`src/rtl/hazard_ctrl.sv`:
```
// Pipeline hazard controller: stall/flush decisions, ALU forwarding selects,
// mul/div stall sequencing and a saturating stall-cycle counter.
//
// Ports:
//   clk, clrn                  clock, synchronous active-low reset
//   id_rs, id_rt               source registers of the ID instruction
//   id_use_rs, id_use_rt       ID instruction reads rs / rt
//   id_branch_taken, id_jump   control transfer resolved in ID
//   ex_wreg, ex_m2reg, ex_rn   EX writeback enable / load / destination
//   ex_md_start, ex_md_div     EX holds mul/div, 1 = divide
//   mem_wreg, mem_m2reg, mem_rn MEM writeback enable / load / destination
//   stall                      freeze PC and IF/ID
//   id_bubble                  load NOP into ID/EX
//   if_flush                   zero the fetched instruction
//   md_busy, md_done           mul/div FSM busy / last stall cycle
//   fwda, fwdb                 operand select (00 rf, 01 EX, 10 MEM alu, 11 MEM load)
//   stall_cnt                  saturating count of stalled cycles

module hazard_ctrl #(
    parameter int MUL_CYCLES = 4,
    parameter int DIV_CYCLES = 32
) (
    input  logic        clk,
    input  logic        clrn,
    input  logic [4:0]  id_rs,
    input  logic [4:0]  id_rt,
    input  logic        id_use_rs,
    input  logic        id_use_rt,
    input  logic        id_branch_taken,
    input  logic        id_jump,
    input  logic        ex_wreg,
    input  logic        ex_m2reg,
    input  logic [4:0]  ex_rn,
    input  logic        ex_md_start,
    input  logic        ex_md_div,
    input  logic        mem_wreg,
    input  logic        mem_m2reg,
    input  logic [4:0]  mem_rn,
    output logic        stall,
    output logic        id_bubble,
    output logic        if_flush,
    output logic        md_busy,
    output logic        md_done,
    output logic [1:0]  fwda,
    output logic [1:0]  fwdb,
    output logic [15:0] stall_cnt
);

    localparam logic [5:0] MUL_LOAD = 6'(MUL_CYCLES - 1);
    localparam logic [5:0] DIV_LOAD = 6'(DIV_CYCLES - 1);

    typedef enum logic {
        IDLE = 1'b0,
        BUSY = 1'b1
    } md_state_t;

    md_state_t   state_q;
    md_state_t   state_d;
    logic [5:0]  cnt_q;
    logic [5:0]  cnt_d;
    logic [15:0] stall_cnt_q;

    logic        md_stall;
    logic        md_busy_i;
    logic        md_done_i;
    logic        lu;
    logic        stall_i;
    logic        bubble_i;
    logic        flush_i;
    logic [1:0]  fwda_i;
    logic [1:0]  fwdb_i;

    // Forward select for one source register. EX wins over MEM; a load
    // still in EX has no data yet, so it is never an EX forwarding source.
    function automatic logic [1:0] fwd_sel(input logic [4:0] src);
        logic [1:0] sel;
        sel = 2'b00;
        if (ex_wreg && !ex_m2reg && (ex_rn != 5'd0) && (ex_rn == src)) begin
            sel = 2'b01;
        end else if (mem_wreg && (mem_rn != 5'd0) && (mem_rn == src)) begin
            sel = mem_m2reg ? 2'b11 : 2'b10;
        end
        return sel;
    endfunction

    always_comb begin
        fwda_i = fwd_sel(id_rs);
        fwdb_i = fwd_sel(id_rt);
    end

    always_comb begin
        lu = 1'b0;
        if (ex_wreg && ex_m2reg && (ex_rn != 5'd0)) begin
            lu = (id_use_rs && (ex_rn == id_rs))
               || (id_use_rt && (ex_rn == id_rt));
        end
    end

    // Mul/div FSM: state register
    always_ff @(posedge clk) begin
        if (!clrn) begin
            state_q <= IDLE;
            cnt_q   <= 6'd0;
        end else begin
            state_q <= state_d;
            cnt_q   <= cnt_d;
        end
    end

    // Mul/div FSM: next state. The first stall cycle is the IDLE cycle in
    // which the request is seen, so the counter loads N-1 and BUSY lasts
    // N-1 cycles, ending on cnt==1.
    always_comb begin
        state_d = state_q;
        cnt_d   = cnt_q;
        unique case (state_q)
            IDLE: begin
                if (ex_md_start) begin
                    state_d = BUSY;
                    cnt_d   = ex_md_div ? DIV_LOAD : MUL_LOAD;
                end
            end
            BUSY: begin
                cnt_d = cnt_q - 6'd1;
                if (cnt_q == 6'd1) begin
                    state_d = IDLE;
                end
            end
            default: begin
                state_d = IDLE;
                cnt_d   = 6'd0;
            end
        endcase
    end

    // Mul/div FSM: outputs
    always_comb begin
        md_stall  = 1'b0;
        md_busy_i = 1'b0;
        md_done_i = 1'b0;
        unique case (state_q)
            IDLE: begin
                md_stall = ex_md_start;
            end
            BUSY: begin
                md_stall  = 1'b1;
                md_busy_i = 1'b1;
                md_done_i = (cnt_q == 6'd1);
            end
            default: begin
                md_stall = 1'b0;
            end
        endcase
    end

    // A stalled branch is replayed, so it must not flush until it resolves
    // on a non-stalled cycle.
    always_comb begin
        stall_i  = md_stall | lu;
        bubble_i = lu & ~md_stall;
        flush_i  = (id_branch_taken | id_jump) & ~stall_i;
    end

    always_ff @(posedge clk) begin
        if (!clrn) begin
            stall_cnt_q <= 16'd0;
        end else if (stall_i && (stall_cnt_q != 16'hFFFF)) begin
            stall_cnt_q <= stall_cnt_q + 16'd1;
        end
    end

    // Everything is held quiet while reset is asserted.
    always_comb begin
        stall     = clrn & stall_i;
        id_bubble = clrn & bubble_i;
        if_flush  = clrn & flush_i;
        md_busy   = clrn & md_busy_i;
        md_done   = clrn & md_done_i;
        fwda      = clrn ? fwda_i : 2'b00;
        fwdb      = clrn ? fwdb_i : 2'b00;
        stall_cnt = clrn ? stall_cnt_q : 16'd0;
    end

endmodule

```
`config.mk`:
```
export PLATFORM = sky130hd
export DESIGN_NAME = hazard_ctrl
export DESIGN_NICKNAME = d
export VERILOG_FILES = /design/src/rtl/hazard_ctrl.sv
export SDC_FILE = /design/constraint.sdc
export NUM_CORES = 1
export LEC_CHECK = 0
export ABC_CLOCK_PERIOD_IN_PS = 2400
export BUFFER_PORTS_ARGS = -buffer_cell sky130_fd_sc_hd__buf_2
export CAP_MARGIN = 20
export CORE_ASPECT_RATIO = 0.7
export CORE_MARGIN = 2
export CORE_UTILIZATION = 40
export CTS_CLUSTER_DIAMETER = 80
export CTS_CLUSTER_SIZE = 14
export DETAILED_ROUTE_END_ITERATION = 7
export GPL_ROUTABILITY_DRIVEN = 1
export HOLD_SLACK_MARGIN = 0.15
export PLACE_DENSITY = 0.71
export SETUP_SLACK_MARGIN = 0.2
export SLEW_MARGIN = 10
export SYNTH_ARGS = -nofsm -noshare
export SYNTH_HDL_FRONTEND = slang
export SYNTH_SLANG_ARGS = --single-unit
```
`constraint.sdc`:
```
create_clock -name clk -period 2.4 [get_ports clk]
set_input_delay 0.6 -clock clk [delete_from_list [all_inputs] [get_ports clk]]
set_output_delay 0.6 -clock clk [all_outputs]
set_load 0.005 [all_outputs]
```
==> impl_results.html <==
<table>
<tr><th>Metric</th><th>Value</th></tr>
<tr><th colspan="2">Outcome</th></tr>
<tr><td>Run status</td><td>complete, but fails checks</td></tr>
<tr><td>Violated checks</td><td>negative setup slack</td></tr>
<tr><th colspan="2">Yosys</th></tr>
<tr><td>Net count after synthesis</td><td>249</td></tr>
<tr><td>Leading post-synthesis cells by cell area</td><td>sky130_fd_sc_hd__dfxtp_1, sky130_fd_sc_hd__xnor2_1, sky130_fd_sc_hd__mux2_1</td></tr>
<tr><td>Adder-cell share of the synthesized area</td><td>2.18%</td></tr>
<tr><td>Synthesis warning total</td><td>0</td></tr>
<tr><td>Library cell with the highest instance count after synthesis</td><td>sky130_fd_sc_hd__nor2_1</td></tr>
<tr><td>Synthesized netlist cell count</td><td>214</td></tr>
<tr><td>Number of enable-type register cells in the synthesized netlist</td><td>0</td></tr>
<tr><td>Top_reg_cell synth</td><td>sky130_fd_sc_hd__dfxtp_1</td></tr>
<tr><td>Simple-gate portion of the synthesized area</td><td>28.8%</td></tr>
<tr><td>Synth cell count leaders</td><td>sky130_fd_sc_hd__nor2_1, sky130_fd_sc_hd__dfxtp_1, sky130_fd_sc_hd__and2_1, sky130_fd_sc_hd__xnor2_1</td></tr>
<tr><td>Register area share after synthesis</td><td>26.8%</td></tr>
<tr><td>Post-synthesis average cell area</td><td>8.03 um^2</td></tr>
<tr><td>Number of different library cells in the post-synthesis netlist</td><td>41</td></tr>
<tr><td>Area share of the leading cell type in the synthesized netlist</td><td>26.8%</td></tr>
<tr><td>Top cell type by total area after synthesis</td><td>sky130_fd_sc_hd__dfxtp_1</td></tr>
<tr><td>Cell area after synthesis</td><td>1720 um^2</td></tr>
<tr><td>Combinational family with the most area after synthesis</td><td>simple AND/OR/NAND/NOR gates</td></tr>
<tr><td>Count of state elements after synthesis</td><td>23</td></tr>
<tr><td>Post-synthesis async set-or-reset flop share</td><td>0%</td></tr>
<tr><td>Fraction of the mapped netlist area in compound gates</td><td>17.6%</td></tr>
<tr><td>Xor and xnor fraction of the mapped netlist area</td><td>10.2%</td></tr>
<tr><td>Share of synthesized area spent on multiplexers</td><td>9.03%</td></tr>
<tr><th colspan="2">Worst setup path</th></tr>
<tr><td>Worst Path Class, Setup</td><td>input pin to output pin</td></tr>
<tr><td>Data required time of the critical path</td><td>1.80 ns</td></tr>
<tr><td>Arr. time, crit path</td><td>1.98 ns</td></tr>
<tr><td>Crit Path Max Fanout</td><td>2</td></tr>
<tr><td>Nature of the critical path startpoint</td><td>input pin</td></tr>
<tr><td>Type of element capturing the critical path</td><td>output pin</td></tr>
<tr><td>Number of cell instances on the worst register-to-register path</td><td>6</td></tr>
<tr><th colspan="2">Global routing</th></tr>
<tr><td>Grt met3 use</td><td>4.45%</td></tr>
<tr><td>Gr usage total</td><td>22.6%</td></tr>
<tr><td>Most crowded layer after global routing</td><td>met2</td></tr>
<tr><td>GR Util met1</td><td>31.1%</td></tr>
<tr><td>Aggregate global routing overflow</td><td>0</td></tr>
<tr><td>First-pass GRT wire length</td><td>8300 um</td></tr>
<tr><td>Number of antenna violations at the first check in global routing</td><td>0</td></tr>
<tr><td>Met2 track utilization from global routing</td><td>36.3%</td></tr>
<tr><td>Maximum number of pins on one net before global-route repair</td><td>27</td></tr>
<tr><td>Vias in the first global route</td><td>1700</td></tr>
<tr><th colspan="2">Placed design</th></tr>
<tr><td>Post-DP HPWL</td><td>3510 um</td></tr>
<tr><td>Setup slack at placement</td><td>-0.110 ns</td></tr>
<tr><td>Number of buffer cells added on primary ports</td><td>56</td></tr>
<tr><td>GPL Wtd Cong</td><td>0.962</td></tr>
<tr><th colspan="2">Hold path</th></tr>
<tr><td>Path category of the worst min-delay check</td><td>register to register</td></tr>
<tr><td>Hold Path Stages</td><td>2</td></tr>
<tr><th colspan="2">Power</th></tr>
<tr><td>Leakage Power</td><td>1.11 nW</td></tr>
<tr><td>Share of total power in sequential cells</td><td>43.8%</td></tr>
<tr><td>Clock network fraction of design power</td><td>26.7%</td></tr>
<tr><td>Sw Share</td><td>30.5%</td></tr>
<tr><td>Net switching component of the power</td><td>0.287 mW</td></tr>
<tr><td>Cell Pwr Density</td><td>382 nW/um^2</td></tr>
<tr><td>VDD IR-drop max</td><td>0.000346 V</td></tr>
<tr><td>Internal power of the cells</td><td>0.656 mW</td></tr>
<tr><td>Part of the total power dissipated in combinational logic</td><td>29.5%</td></tr>
<tr><th colspan="2">Timing</th></tr>
<tr><td>RSZ-0062 raised after global routing</td><td>true</td></tr>
<tr><td>Post-route worst setup slack</td><td>-0.183 ns</td></tr>
<tr><td>Final Hold Fails</td><td>0</td></tr>
<tr><td>Worst Skew</td><td>0.00262 ns</td></tr>
<tr><td>WHS</td><td>0.493 ns</td></tr>
<tr><td>Part of the cycle the worst path needs</td><td>108%</td></tr>
<tr><td>Peak clock frequency supported by timing</td><td>387 MHz</td></tr>
<tr><td>Setup violators final</td><td>4</td></tr>
<tr><td>Final period demand of the worst path</td><td>2.58 ns</td></tr>
<tr><td>Final number of max-transition violations</td><td>0</td></tr>
<tr><td>Worst-case headroom to the max-slew limit</td><td>66.7%</td></tr>
<tr><td>Worst slew pin tran</td><td>0.495 ns</td></tr>
<tr><th colspan="2">Floorplan</th></tr>
<tr><td>Std cell rows</td><td>19</td></tr>
<tr><td>Die extent in x</td><td>82.3 um</td></tr>
<tr><td>Die height</td><td>58.8 um</td></tr>
<tr><td>Placeable core area</td><td>4020 um^2</td></tr>
<tr><td>Initial core utilization</td><td>42.8%</td></tr>
<tr><td>Ports</td><td>57</td></tr>
<tr><td>Die Area</td><td>4840 um^2</td></tr>
<tr><th colspan="2">Clock tree</th></tr>
<tr><td>Clock input transition at the sequential cells of the worst setup and hold paths</td><td>0.09 ns</td></tr>
<tr><td>Buffer levels on the longest clock path</td><td>2</td></tr>
<tr><td>TritonCTS clock tree</td><td>done</td></tr>
<tr><td>Clock tree root buffer cell</td><td>sky130_fd_sc_hd__clkbuf_8</td></tr>
<tr><td>Number of buffers created by CTS</td><td>3</td></tr>
<tr><td>Clock insertion delay at the later pin of the skew report</td><td>0.27 ns</td></tr>
<tr><td>Hold buffer count at cts</td><td>0</td></tr>
<tr><td>TritonCTS Sinks</td><td>23</td></tr>
<tr><td>H-Tree Depth</td><td>1</td></tr>
<tr><th colspan="2">Route</th></tr>
<tr><td>Initial DRT Pass Iterations</td><td>5</td></tr>
<tr><td>Routed Wire Length</td><td>5490 um</td></tr>
<tr><td>DRT iter0 DRCs</td><td>182</td></tr>
<tr><td>Routed wirelength normalized by instance count</td><td>16.5 um</td></tr>
<tr><td>Ratio of routed vias to standard cells</td><td>5.70</td></tr>
<tr><td>Routed vias</td><td>1893</td></tr>
<tr><td>Final routed DRC violation total</td><td>0</td></tr>
<tr><td>Antenna Violating Nets Remaining</td><td>0</td></tr>
<tr><th colspan="2">Final layout</th></tr>
<tr><td>Count of nets after finishing</td><td>316</td></tr>
<tr><td>Area used by multi-input combinational logic</td><td>1350 um^2</td></tr>
<tr><td>Antenna cells</td><td>0</td></tr>
<tr><td>Storage cell area</td><td>460 um^2</td></tr>
<tr><td>Post-synthesis to final-layout area growth</td><td>43.6%</td></tr>
<tr><td>Share of cells above drive strength 1</td><td>36.8%</td></tr>
<tr><td>Filler cell count in the final layout</td><td>337</td></tr>
<tr><th colspan="2">Flow run</th></tr>
<tr><td>Number of violations of the max-capacitance limit</td><td>0</td></tr>
</table>
-- power groups by stage --
stage | Clock, mW | Sequential, mW | Combinational [mW]
finish | 0.252 | 0.413 | 0.278
global route | 0.270 | 0.416 | 0.300
CTS | 0.254 | 0.413 | 0.240
detailed placement | 0 | 0.422 | 0.199
global placement | 0 | 0.421 | 0.195
floorplan | 0 | 0.419 | 0.120
-- worst max-delay path, stage by stage --
cell and delay [ns]:
sky130_fd_sc_hd__buf_2 0.11, sky130_fd_sc_hd__or4_1 0.50, sky130_fd_sc_hd__o211ai_1 0.25, sky130_fd_sc_hd__nor4_1 0.14, sky130_fd_sc_hd__a32o_1 0.25, sky130_fd_sc_hd__buf_2 0.13
-- cells in the final DEF (no fill, tap or decap), types with 5 or more instances in the layout --
cell / synthesis / layout
sky130_fd_sc_hd__a21oi_1: 15 / 14
sky130_fd_sc_hd__and2_1: 16 / 16
sky130_fd_sc_hd__buf_2: 0 / 41
sky130_fd_sc_hd__buf_4: 0 / 16
sky130_fd_sc_hd__buf_6: 4 / 9
sky130_fd_sc_hd__buf_8: 0 / 5
sky130_fd_sc_hd__dfxtp_1: 23 / 23
sky130_fd_sc_hd__inv_1: 7 / 7
sky130_fd_sc_hd__mux2_1: 10 / 10
sky130_fd_sc_hd__nand2_1: 14 / 14
sky130_fd_sc_hd__nand3_1: 15 / 11
sky130_fd_sc_hd__nand4_1: 8 / 8
sky130_fd_sc_hd__nor2_1: 28 / 26
sky130_fd_sc_hd__xnor2_1: 16 / 6
sky130_fd_sc_hd__xnor2_2: 0 / 6
-- sequential cells by signal (all words and copies together) (netlist names) --
signal	count
state_q	1
stall_cnt_q	16
cnt_q	6
-- area by class of cell --
class	count	area share, %
sequential	23	18.7
timing repair buffer	72	21.1
clock buffer	3	1.67
clock inverter	1	0.203
inverter	7	1.06
tap	52	2.64
multi-input combinational	174	54.6
-- final timing paths --
path | startpoint | end | slack, ns
worst max-delay path | mem_rn[1] | fwda[0] | -0.18
worst min-delay path | cnt_q[5] | cnt_q[5] | 0.49
worst max register to register | stall_cnt_q[6] | stall_cnt_q[7] | 0.33
worst min register to register | cnt_q[5] | cnt_q[5] | 0.49
-- per-layer routing --
layer  up-vias  wire length, um
li1        905                -
met1       899             2440
met2        77             2610
met3        12              310
met4         0              124
met5         -                0
-- stage by stage --
stage          area [um^2]  utilization [%]  cells  TNS (ns)  power, mW
2_1_floorplan         1720                -    214         0      0.539
3_3_place_gp          2080             51.9    322    -0.109      0.616
3_5_place_dp          2080             51.9    322    -0.242      0.620
4_1_cts               2330             58.1    331    -0.262      0.907
5_1_grt               2470             61.4    332    -0.838      0.985
6_report              2470             61.4    332    -0.571      0.943
-- repair_timing --
item	in CTS	in global routing
endpoints found under the setup margin	8	16
buffers inserted	5	1
pin swaps	4	8
gates resized for setup	38	22
hold endpoints to repair	0	0
-- kinds of logic after synthesis --
logic type / Yosys count
compound gates: 40
xor+xnor: 20
fa+ha+maj: 3
buf+inv: 17
flops: 23
mux: 14
simple gates: 97
(Power assumes the default switching activity.)
